$ cat src/rtl/bcd_seq_adder_ctrl.sv
// bcd_seq_adder_ctrl: sequences one shared single-digit BCD adder across
// DIGITS digits, least-significant digit first, one digit per clock.
// Optional feature: define BCD_CHECK_EN to flag non-BCD operand digits on err.
module bcd_seq_adder_ctrl #(
  parameter int DIGITS = 4,
  parameter int CNT_W  = 3   // needs 2**CNT_W > DIGITS
) (
  input  logic                clk,
  input  logic                rst_n,
  input  logic                start,
  input  logic [4*DIGITS-1:0] a,
  input  logic [4*DIGITS-1:0] b,
  input  logic                Cin,
  output logic [3:0]          add_a,
  output logic [3:0]          add_b,
  output logic                add_cin,
  input  logic [3:0]          add_s,
  input  logic                add_cout,
  output logic [4*DIGITS-1:0] s,
  output logic                Cout,
  output logic                busy,
  output logic                done,
  output logic                err
);

  localparam int W = 4 * DIGITS;

  typedef enum logic [1:0] {IDLE, RUN, DONE} state_t;

  state_t           state, nxt;
  logic [W-1:0]     a_sr, b_sr, s_r;
  logic [CNT_W-1:0] cnt;
  logic             carry, cout_r;
  logic             accept, last;

  // start is only honoured outside RUN; DONE accepts it for back-to-back ops
  assign accept = start && (state != RUN);
  assign last   = (cnt == CNT_W'(DIGITS - 1));

  // state register
  always_ff @(posedge clk) begin
    if (!rst_n) state <= IDLE;
    else        state <= nxt;
  end

  // next-state and status decode from the registered state
  always_comb begin
    nxt     = state;
    busy    = 1'b0;
    done    = 1'b0;
    add_a   = 4'd0;
    add_b   = 4'd0;
    add_cin = 1'b0;
    case (state)
      IDLE: if (start) nxt = RUN;
      RUN: begin
        busy    = 1'b1;
        add_a   = a_sr[3:0];
        add_b   = b_sr[3:0];
        add_cin = carry;
        if (last) nxt = DONE;
      end
      DONE: begin
        done = 1'b1;
        nxt  = start ? RUN : IDLE;
      end
      default: nxt = IDLE;
    endcase
  end

  // operand shift registers, ripple carry and result collection
  always_ff @(posedge clk) begin
    if (!rst_n) begin
      a_sr   <= '0;
      b_sr   <= '0;
      s_r    <= '0;
      cnt    <= '0;
      carry  <= 1'b0;
      cout_r <= 1'b0;
    end else if (accept) begin
      a_sr   <= a;
      b_sr   <= b;
      s_r    <= '0;
      cnt    <= '0;
      carry  <= Cin;
      cout_r <= 1'b0;
    end else if (state == RUN) begin
      for (int i = 0; i < DIGITS; i++)
        if (cnt == CNT_W'(i)) s_r[4*i +: 4] <= add_s;
      a_sr  <= a_sr >> 4;
      b_sr  <= b_sr >> 4;
      carry <= add_cout;
      cnt   <= cnt + CNT_W'(1);
      if (last) cout_r <= add_cout;
    end
  end

  assign s    = s_r;
  assign Cout = cout_r;

`ifdef BCD_CHECK_EN
  logic err_r;

  function automatic logic has_bad_digit(input logic [W-1:0] v);
    logic bad;
    bad = 1'b0;
    for (int i = 0; i < DIGITS; i++)
      if (v[4*i +: 4] > 4'd9) bad = 1'b1;
    return bad;
  endfunction

  // invalid-digit flag, re-evaluated on every accepted start
  always_ff @(posedge clk) begin
    if (!rst_n)      err_r <= 1'b0;
    else if (accept) err_r <= has_bad_digit(a) | has_bad_digit(b);
  end

  assign err = err_r;
`else
  assign err = 1'b0;
`endif

endmodule

$ cat config.mk
export PLATFORM = sky130hd
export DESIGN_NAME = bcd_seq_adder_ctrl
export DESIGN_NICKNAME = d
export VERILOG_FILES = /design/src/rtl/bcd_seq_adder_ctrl.sv
export SDC_FILE = /design/constraint.sdc
export NUM_CORES = 1
export LEC_CHECK = 0
export CORE_UTILIZATION = 45
export CTS_CLUSTER_SIZE = 10
export DETAILED_ROUTE_END_ITERATION = 6
export HOLD_SLACK_MARGIN = 0.08
export PLACE_DENSITY_LB_ADDON = 0.2
export SETUP_SLACK_MARGIN = 0.1
export SLEW_MARGIN = 30
export SYNTH_ARGS = -nofsm -noshare
export SYNTH_HDL_FRONTEND = slang
export SYNTH_SLANG_ARGS = --single-unit
$ cat constraint.sdc
create_clock -name clk -period 3.9 [get_ports clk]
set_input_delay 0.585 -clock clk [delete_from_list [all_inputs] [get_ports clk]]
set_output_delay 0.585 -clock clk [all_outputs]
set_load 0.01 [all_outputs]
After elaboration in Yosys (flattened, before gate mapping). Cells that the tools add are included.

Word-level logic and storage cells: 45. Output and inout port bits: 29. Register bits after elaboration: 55. Input port bits: 41.

Reduce and logical (&&, ||, !) cells: 10. Bitwise gates (word level): 1. Muxes and demuxes: 15. Equality and inequality tests: 8. $add $sub $neg: 1.

Operators by type and width (number): $mux 16 (4); $reduce_and 2->1 (5); $mux 4 (2); $eq 3x2->1 const B (2); $mux 1 (6); $pmux 2 s3 (1); $mux 2 (2); $ne 2x2->1 const B (2); $add 3x1->3 const B (1); $eq 3x1->1 const B (1); $logic_not 3->1 (1); $eq 2x1->1 const B (1); $eq 2x2->1 const B (1); $logic_not 2->1 (1); $ne 2x1->1 const B (1); $reduce_bool 2->1 (1); $reduce_or 2->1 (1); $logic_and 1x1->1 (1); $not 1->1 (1).

Logic depth before layout (Yosys ltp). Gate-level depths: netlist of the first run.

Depth in word-level cells: 3. Mapped depth: 6. Mapped depth without buffers: 5.

Least setup slack after synthesis of the first run. OpenSTA, ideal clock, no wires.

Path type: register to output. Start point: reg state[1]. End point: out add_a[0]. Required time: 3.315 ns. Data arrival time: 0.984 ns. Path buffers: 2. Stages on the path, launching flop included: 6. Path slack: 2.331 ns. Cells stage by stage: dfxtp_1 nand2b_1 buf_6 clkinv_2 buf_2 and2_1.

Longest elaborated chain between the ends: 2.

Ends and longest elaborated chain: start, declared (RTL line 30) `state_t state, nxt;`; start signal, assigned (RTL line 43) `else state <= nxt;`; $eq 2x1->1 (RTL line 54) `case (state)`; $mux 4 (RTL line 54); end, declared (RTL line 14) `output logic [3:0] add_a,`.

No other way between the ends.

Final worst setup path of the first run.
Start point: reg state[1]. End point: out add_a[3].

The elaborated chain is that of the path after synthesis.

==> key figures, run 1 <==
CTS
  – Worst-Skew Late Latency: 0.30 ns
  – CTS sink count: 55
  – PostCTS Resize Cnt: 0
  – Setup Buffers After CTS: 0
  – Hold bufs inserted after CTS: 0
  – Worst-path clk slew: 0.09 ns
  – CTS Buffer Depth: 2
  – CTS root buf: clkbuf_8
  – Num CTS Buffers: 5
  – H-tree levels: 2
  – CTS tree: yes

Routing
  – Vias/cell: 4.962
  – Met1 Wirelength: 2.218 mm
  – Post-DR wirelength/cell: 12.75 um
  – Top routing layer in use: met4
  – Met2 WL: 2.196 mm
  – TritonRoute pass-1 iters: 5
  – # DRC: 0
  – Drt first-iter violations: 88
  – Met3 wire len: 242 um
  – Post-route ant nets: 0
  – Drt total wl: 4.729 mm
  – Via count: 1841

Worst hold path
  – Min-Delay Path Class: flip-flop to flip-flop
  – Hold Path Sink: Cout
  – Hold_sp: Cout
  – Hold Path Stages: 2

Setup path
  – Worst Path Class, Setup: flip-flop to output port
  – Delay-heaviest family, CP: buffers and inverters
  – Peak per-stage delay on the critical path: 0.47 ns
  – Cells along the critical path: nand2b_2 -> clkinv_2 -> and2_1 -> clkdlybuf4s50_1
  – Setup crit end kind: output port
  – CP Launch Type: flip-flop
  – Slowest CP cell: clkdlybuf4s50_1
  – Crit path DAT: 1.84 ns
  – Buf/Inv on CP: 2
  – R2R Path End: s[4]
  – Max FO, Critical Path: 21
  – Worst reg2reg path startpoint: state[1]
  – Reg2reg setup slack: 2.09 ns
  – CP required: 3.31 ns
  – Reg2Reg Depth: 4

Synth
  – Asr flop ratio synth: 0
  – Synth warn: 0
  – Syn Area/Cell: 10.05 um2
  – FF+latch count, synth: 55
  – Top_reg_cell synth: dfxtp_1
  – Sequential fraction of the synthesis area: 0.4474
  – Mapped Area: 2461 um2
  – Synthesized net count: 291
  – Yosys cell types: 27
  – EDFF count, synth: 0
  – Synthesized instance count: 245

Floorplan
  – # rows: 26
  – # IOs: 70
  – Starting density of the core: 0.4758
  – DIE AREA: 5769 um2
  – Core area: 5172 um2
  – Die W: 75.96 um
  – Die Ht: 75.96 um

STA
  – Fmax: 413.1 MHz
  – Worst-Margin Slew: 0.8582 ns
  – Setup-failing EPs final: 0
  – Count of pins over their slew limit: 0
  – Unrepaired setup endpoints after global routing: no
  – Skew final: 0.004987 ns
  – Setup_tns: 0 ns
  – Final Hold Fails: 0
  – Fin crit period: 2.420 ns
  – Final period utilization: 0.6206
  – Slew Limit Headroom: 0.4278

Run
  – Max-cap violations: 0

Layout
  – Fin area: 3188 um2
  – Nets@finish: 347
  – # diodes: 0
  – Area Growth Syn to Fin: 29.54%
  – Share of cells above drive strength 1: 0.05980

Status
  – Status: complete, no violations

Global routing
  – Grt ovf: 0
  – Largest net degree at the start of global routing: 54
  – Vias in the first global route: 1695
  – First-pass GRT wire length: 7.872 mm
  – Initial antenna violation count: 0
  – Gr usage total: 0.1688

Power
  – PwrDens: 346.0 nW/um2
  – Leak: 1.485 nW
  – Peak supply drop: 0.2175 mV

Placement
  – Placer Congestion: 0.7121
  – Placed cell area: 3100 um2
  – Port Buffers: 68
  – DP Wirelength: 3.238 mm
==> worst reg2reg max path, cell delays in order, from the launching register on <==
cell and delay, ns:
dfxtp_1 0.39, nand2b_2 0.16, clkinv_2 0.24, o21ai_2 0.76, nor2_1 0.12
==> Yosys cell counts (2+ instances only) <==
master / instances / area [um2]
nand3_1: 5 / 25.02
and2_1: 10 / 62.56
a21oi_1: 6 / 30.03
mux2i_1: 45 / 450.4
inv_1: 4 / 15.01
clkbuf_2: 3 / 15.01
dfxtp_1: 55 / 1101
clkbuf_1: 2 / 7.510
and4bb_2: 3 / 37.54
buf_2: 8 / 40.04
ha_1: 5 / 62.56
nor2_1: 22 / 82.58
buf_4: 2 / 15.01
buf_6: 6 / 67.56
nand2_1: 33 / 123.9
o211a_1: 25 / 250.2
==> kinds of logic (layout without fill, tap and decap cells) <==
| family | Yosys count | in the layout | share of synthesized area |
|---|---|---|---|
| xor+xnor | 1 | 1 | 0.003559 |
| flops | 55 | 55 | 0.4474 |
| other cells | 1 | 1 | 0.001524 |
| buf+inv | 27 | 83 | 0.06862 |
| compound gates | 34 | 34 | 0.1251 |
| mux | 45 | 45 | 0.1830 |
| simple gates | 77 | 77 | 0.1454 |
| fa+ha+maj | 5 | 5 | 0.02542 |
==> cells in the final DEF, fill, tap and decap left out, drive strengths merged <==
cell type,instances
clkdlybuf4s50,67
dfxtp,55
mux2i,45
nand2,33
o211a,25
nor2,22
and2,10
a21oi,6
clkbuf,6
nand3,5
ha,5
inv,4
buf,4
and4bb,3
clkinv,2
nand2b,1
nor2b,1
nand3b,1
o21ai,1
xnor2,1
o22ai,1
and3,1
a211oi,1
conb,1
==> per-stage QoR <==
| stage | utilization | instances | worst slack [ns] | hold WS (ns) | total power, mW |
|---|---|---|---|---|---|
| detailed placement | 0.5994 | 364 | 1.792 | 0.4517 | 0.8112 |
| CTS | 0.6164 | 371 | 1.446 | 0.4677 | 1.117 |
| floorplan | - | 245 | 2.331 | 0.4612 | 0.7455 |
| global route | 0.6164 | 371 | 1.360 | 0.4907 | 1.165 |
| finish | 0.6164 | 371 | 1.480 | 0.4703 | 1.103 |
| global placement | 0.5994 | 364 | 1.827 | 0.4503 | 0.8081 |
==> sequential cells by signal, summed over array words and instances, names as in the netlist <==
register,cells
carry,1
a_sr,16
Cout,1
state,2
b_sr,16
s,16
cnt,3
==> how the worst max path moves through the flow <==
stage	start	to	slack, ns	cells past startpoint
after CTS	state[1]	add_a[3]	1.45	4
after detailed placement	state[1]	add_a[3]	1.79	4
final	state[1]	add_a[3]	1.48	4
after floorplan	state[1]	add_a[0]	2.33	5
after global placement	state[1]	add_a[3]	1.83	4
after global routing	state[1]	add_a[3]	1.36	4
==> area by class of cell <==
cell class	instances	area [um2]
fill	454	1984
multi-input combinational	163	1194
sequential	55	1101
timing repair buffer	71	698.2
tap	70	87.58
clock buffer	6	82.58
inverter	5	20.02
clock inverter	1	5.005
==> report_power, final <==
part | total, mW | switching (mW) | internal (mW)
Sequential | 0.613 | 0.0179 | 0.595
Clock | 0.307 | 0.167 | 0.140
Combinational | 0.183 | 0.0810 | 0.102
Total | 1.10 | 0.266 | 0.837
==> routing by layer <==
metal  vias up  GRT usage
met1       841     0.2212
met3         7    0.03735
met2        47     0.2745
li1        946          -
met4         0    0.05769
met5         -          0
Power figures use the tool's default switching activity.
==> inputs of run 2 (changes only) <==
--- a/config.mk
+++ b/config.mk
@@ -5,7 +5,7 @@
 export SDC_FILE = /design/constraint.sdc
 export NUM_CORES = 1
 export LEC_CHECK = 0
-export CORE_UTILIZATION = 45
+export CORE_UTILIZATION = 43
 export CTS_CLUSTER_SIZE = 10
 export DETAILED_ROUTE_END_ITERATION = 6
 export HOLD_SLACK_MARGIN = 0.08
==> constraint.sdc (replaced) <==
create_clock -name clk -period 2.1 [get_ports clk]
set_input_delay 0.315 -clock clk [delete_from_list [all_inputs] [get_ports clk]]
set_output_delay 0.315 -clock clk [all_outputs]
set_load 0.01 [all_outputs]
==> run 2 against run 1 <==
Effect of this change: wire length up 4.1%; clock skew grew 0.0037 ns; cell count rose by 1.9%; die area up 4.5%; critical path type unchanged; final area up 1.5%; global-route usage fell by 0.085 points; largest power group unchanged; critical path depth unchanged.
==> key figures, run 2 (same netlist as run 1, synthesis figures left out) <==
CTS
  – H-tree levels: 2
  – Worst-Skew Late Latency: 0.30 ns
  – CTS Buffer Depth: 2
  – CTS tree: yes
  – Setup Buffers After CTS: 0
  – Hold bufs inserted after CTS: 0
  – CTS sink count: 55
  – Worst-path clk slew: 0.09 ns
  – Num CTS Buffers: 5
  – CTS root buf: clkbuf_8

Placement
  – Placer Congestion: 0.7211
  – Port Buffers: 68
  – Placed instance count: 369
  – DP Wirelength: 3.398 mm

Routing
  – Post-DR wirelength/cell: 13.02 um
  – Drt first-iter violations: 113
  – Drt total wl: 4.923 mm
  – TritonRoute pass-1 iters: 4
  – # DRC: 0
  – Post-route ant nets: 0
  – Via count: 1823
  – Vias/cell: 4.823

STA
  – Fin crit period: 1.884 ns
  – Unrepaired setup endpoints after global routing: no
  – Setup-failing EPs final: 0
  – Final period utilization: 0.8970
  – Hold Slack: 0.4594 ns
  – Final Hold Fails: 0
  – Count of pins over their slew limit: 0
  – Fmax: 530.9 MHz
  – Setup_tns: 0 ns
  – Skew final: 0.008657 ns

Floorplan
  – Die W: 77.66 um
  – # IOs: 70
  – Core area: 5507 um2
  – Starting density of the core: 0.4469
  – DIE AREA: 6030 um2
  – # rows: 27
  – Die Ht: 77.66 um

Run
  – Max-cap violations: 0

Layout
  – Most common cell after layout, fill and taps aside: clkdlybuf4s50_1
  – # diodes: 0
  – Leading cell types in the layout, fill and taps excluded: clkdlybuf4s50_1, dfxtp_1, mux2i_1
  – Non-filler cells, final: 378
  – Nets@finish: 351
  – Share of cells above drive strength 1: 0.07843
  – Area Growth Syn to Fin: 31.52%

Global routing
  – First-pass GRT wire length: 7.976 mm
  – Grt ovf: 0
  – Vias in the first global route: 1657
  – Initial antenna violation count: 0
  – Gr usage total: 0.1680
  – Largest net degree at the start of global routing: 54

Setup path
  – Max FO, Critical Path: 11
  – Worst Path Class, Setup: flip-flop to output port
  – Peak per-stage delay on the critical path: 0.47 ns
  – CP required: 1.78 ns
  – Setup crit end kind: output port
  – Cells along the critical path: nand2b_4 -> clkinv_4 -> and2_1 -> clkdlybuf4s50_1
  – CP Launch Type: flip-flop
  – Slowest CP cell: clkdlybuf4s50_1
  – Buf/Inv on CP: 2
  – Delay-heaviest family, CP: buffers and inverters
  – Crit path DAT: 1.57 ns

Power
  – PwrDens: 636.6 nW/um2
  – Peak supply drop: 0.4074 mV
  – Leak: 1.514 nW

Worst hold path
  – Min-Delay Path Class: flip-flop to flip-flop

Status
  – Status: complete, no violations
run 2: cell count changes in the layout (fill, tap and decap cells not counted), sizes merged:
cell           delta
buf               +3
clkdlybuf4s50     -2
dlygate4sd2       +2
clkinv            +1
clkinvlp          +1
run 2: layer usage:
layer	vias up	share of wire	GRT usage
met2	35	0.44	0.2513
met1	830	0.51	0.2367
met5	-	0	0
li1	954	-	-
met3	4	0.040	0.04118
met4	0	0.0089	0.05094
run 2: power by group:
part           total (mW)  leakage, nW  switching (mW)  internal (mW)
registers            1.14        0.452          0.0339           1.11
clock network       0.567       0.0412           0.333          0.234
logic               0.354         1.02           0.157          0.197
run 2: area by class of cell:
class	count	area (um2)
inverter	5	23.77
clock buffer	6	72.57
sequential	55	1104
timing repair buffer	74	730.7
fill	515	2270
timing repair inverter	1	5.005
clock inverter	2	12.51
tap	72	90.09
multi-input combinational	163	1199
run 2: worst min-delay path, delay by kind of cell, from the launching register on:
kind / cells / cell delay, ns
DFF: 1 / 0.32
and+or+nand+nor: 1 / 0.05
AOI/OAI and AO/OA: 1 / 0.05
run 2: path summary, 6_finish.rpt:
kind	cells after the start	start	to	slack, ns
max	4	state[1]	add_a[2]	0.22
min	2	s[14]	s[14]	0.46
max reg2reg	4	state[1]	a_sr[12]	0.57
min reg2reg	2	s[14]	s[14]	0.46
run 2: stage by stage:
stage	setup WS, ns	utilization	power (mW)	area (um2)
6_report	0.2164	0.5878	2.061	3237
5_1_grt	0.1293	0.5878	2.169	3237
4_1_cts	0.1125	0.5865	2.077	3229
3_5_place_dp	0.2560	0.5699	1.517	3138
3_3_place_gp	0.2835	0.5699	1.511	3138
2_1_floorplan	0.8010	-	1.384	2461
run 2: timing repair:
item,in CTS,in global routing
cloned,1,0
endpoints found under the setup margin,10,7
gates resized for setup,3,3
hold endpoints to repair,0,0
==> inputs of run 3 (changes only) <==
--- a/config.mk
+++ b/config.mk
@@ -6,6 +6,7 @@
 export NUM_CORES = 1
 export LEC_CHECK = 0
 export CORE_UTILIZATION = 43
+export CTS_CLUSTER_DIAMETER = 50
 export CTS_CLUSTER_SIZE = 10
 export DETAILED_ROUTE_END_ITERATION = 6
 export HOLD_SLACK_MARGIN = 0.08
==> constraint.sdc (replaced) <==
create_clock -name clk -period 1.6 [get_ports clk]
set_input_delay 0.24 -clock clk [delete_from_list [all_inputs] [get_ports clk]]
set_output_delay 0.24 -clock clk [all_outputs]
set_load 0.01 [all_outputs]
==> run 3 against run 2 <==
Effect of this change: non-clock buffer count rose by 6; sequential power grew 31%; sequential share of layout area decreased by 0.80 points; first-iteration DRC count is 25% lower; wire length is 2.2% higher; flip-flop and latch count did not move; count of clock-buffer cells in the layout down 1; cell count rose by 1.6%; critical path depth shrank 3; final area is 2.3% higher; die area stayed put; total power rose by 48%; critical path type unchanged; largest cell class unchanged; largest power group unchanged.
==> key figures, run 3 (same netlist as run 1, synthesis figures left out) <==
Status
  – Status: complete, no violations

Setup path
  – Cells along the critical path: clkdlybuf4s50_1
  – R2R Path End: state[0]
  – Slowest CP cell: clkdlybuf4s50_1
  – Worst reg2reg path startpoint: state[1]
  – Peak per-stage delay on the critical path: 0.55 ns
  – Delay-heaviest family, CP: buffers and inverters
  – Buf/Inv on CP: 1
  – Max FO, Critical Path: 2
  – Worst Path Class, Setup: flip-flop to output port
  – Reg2reg setup slack: 0.27 ns
  – Crit path DAT: 1.21 ns
  – CP Launch Type: flip-flop
  – Reg2Reg Depth: 5
  – Setup crit end kind: output port
  – CP required: 1.36 ns

Layout
  – Nets@finish: 357
  – Leading cell types in the layout, fill and taps excluded: clkdlybuf4s50_1, dfxtp_1, mux2i_1
  – Non-filler cells, final: 384
  – Share of cells above drive strength 1: 0.1282
  – Area Growth Syn to Fin: 34.52%
  – Final core occ: 0.6012
  – # diodes: 0
  – Most common cell after layout, fill and taps aside: clkdlybuf4s50_1
  – Fin area: 3311 um2

Worst hold path
  – Min-Delay Path Class: primary input to flip-flop
  – Hold_sp: start
  – Hold Path Stages: 3
  – Hold Path Sink: b_sr[12]

STA
  – Fin crit period: 1.451 ns
  – Final period utilization: 0.9070
  – Fmax: 689.1 MHz
  – Setup-failing EPs final: 0
  – Count of pins over their slew limit: 0
  – Final Hold Fails: 0
  – Setup_tns: 0 ns
  – Skew final: 0.005210 ns
  – Unrepaired setup endpoints after global routing: no

Floorplan
  – Core area: 5507 um2
  – Die Ht: 77.66 um
  – DIE AREA: 6030 um2
  – Die W: 77.66 um
  – # IOs: 70
  – # rows: 27
  – Starting density of the core: 0.4469

CTS
  – CTS root buf: clkbuf_8
  – CTS sink count: 55
  – Num CTS Buffers: 5
  – Worst-path clk slew: 0.10 ns
  – H-tree levels: 2
  – Worst-Skew Late Latency: 0.31 ns
  – CTS tree: yes
  – CTS Buffer Depth: 2

Power
  – Peak supply drop: 0.5727 mV
  – Share of power burned in combinational logic: 0.156
  – Clock share of power: 0.353
  – PwrDens: 919.1 nW/um2
  – Seq pwr share: 0.491
  – Sw Share: 0.2314
  – Leak: 1.587 nW
  – Switching power: 0.7042 mW
  – Internal power: 2.339 mW

Global routing
  – Vias in the first global route: 1729
  – GR peak layer: met2
  – Largest net degree at the start of global routing: 54
  – Initial antenna violation count: 0
  – Met2 GRT Util: 0.2770
  – Gr usage total: 0.1759
  – First-pass GRT wire length: 8.259 mm
  – M3 GR Usage: 0.03059
  – M1 GR Usage: 0.2325
  – Grt ovf: 0

Placement
  – Placed instance count: 374
  – Port Buffers: 68
  – Placed cell area: 3188 um2
  – Placer Congestion: 0.7331
  – DP Wirelength: 3.521 mm

Routing
  – TritonRoute pass-1 iters: 5
  – Post-route ant nets: 0
  – Drt total wl: 5.031 mm
  – Vias/cell: 4.909
  – Post-DR wirelength/cell: 13.10 um
  – Via count: 1885
  – Drt first-iter violations: 85
  – # DRC: 0

Run
  – Max-cap violations: 0
[run 3: worst max path at each step]
stage | endpoint | startpoint | depth (start not counted)
3_5_place_dp | add_cin | state[1] | 4
6_report | Cout | Cout | 1
3_3_place_gp | add_a[3] | state[1] | 4
5_1_grt | add_a[3] | state[1] | 4
4_1_cts | add_a[0] | state[1] | 4
2_1_floorplan | Cout | cnt[0] | 6
[run 3: layer usage]
metal	vias up	part of all wire	wire, um
met4	0	0.017	86
met1	871	0.48	2429
li1	964	-	-
met5	-	0	0
met2	41	0.46	2339
met3	9	0.035	175
[run 3: power by group through the flow]
stage | sequential [mW] | clock [mW] | combinational [mW]
CTS | 1.49 | 1.09 | 0.478
finish | 1.49 | 1.07 | 0.476
floorplan | 1.52 | 0 | 0.299
global placement | 1.52 | 0 | 0.472
global route | 1.51 | 1.17 | 0.524
detailed placement | 1.53 | 0 | 0.479
[run 3: area by class of cell]
cell class                      instances  area (um2)
Clock buffer                            5       68.82
Clock inverter                          3       67.56
Fill cell                             484        2196
Inverter                                5       23.77
Multi-Input combinational cell        163        1201
Sequential cell                        55        1102
Tap cell                               72       90.09
Timing Repair Buffer                   80       748.2
Timing Repair inverter                  1       8.758
[run 3: per-stage QoR]
step | worst slack (ns) | total power, mW | hold WS [ns]
after floorplan | 0.3171 | 1.817 | 0.3853
after global placement | 0.04673 | 1.996 | 0.4508
after detailed placement | 0.04017 | 2.004 | 0.4494
after CTS | 0.08026 | 3.066 | 0.3546
after global routing | 0.1031 | 3.198 | 0.3799
final | 0.1488 | 3.043 | 0.3578
[run 3: what timing repair did]
item	CTS	global route
setup buffers	0	1
gates resized for setup	40	4
pin swaps	0	0
hold buffers	0	0
setup endpoints to repair	11	12
gates cloned	1	0
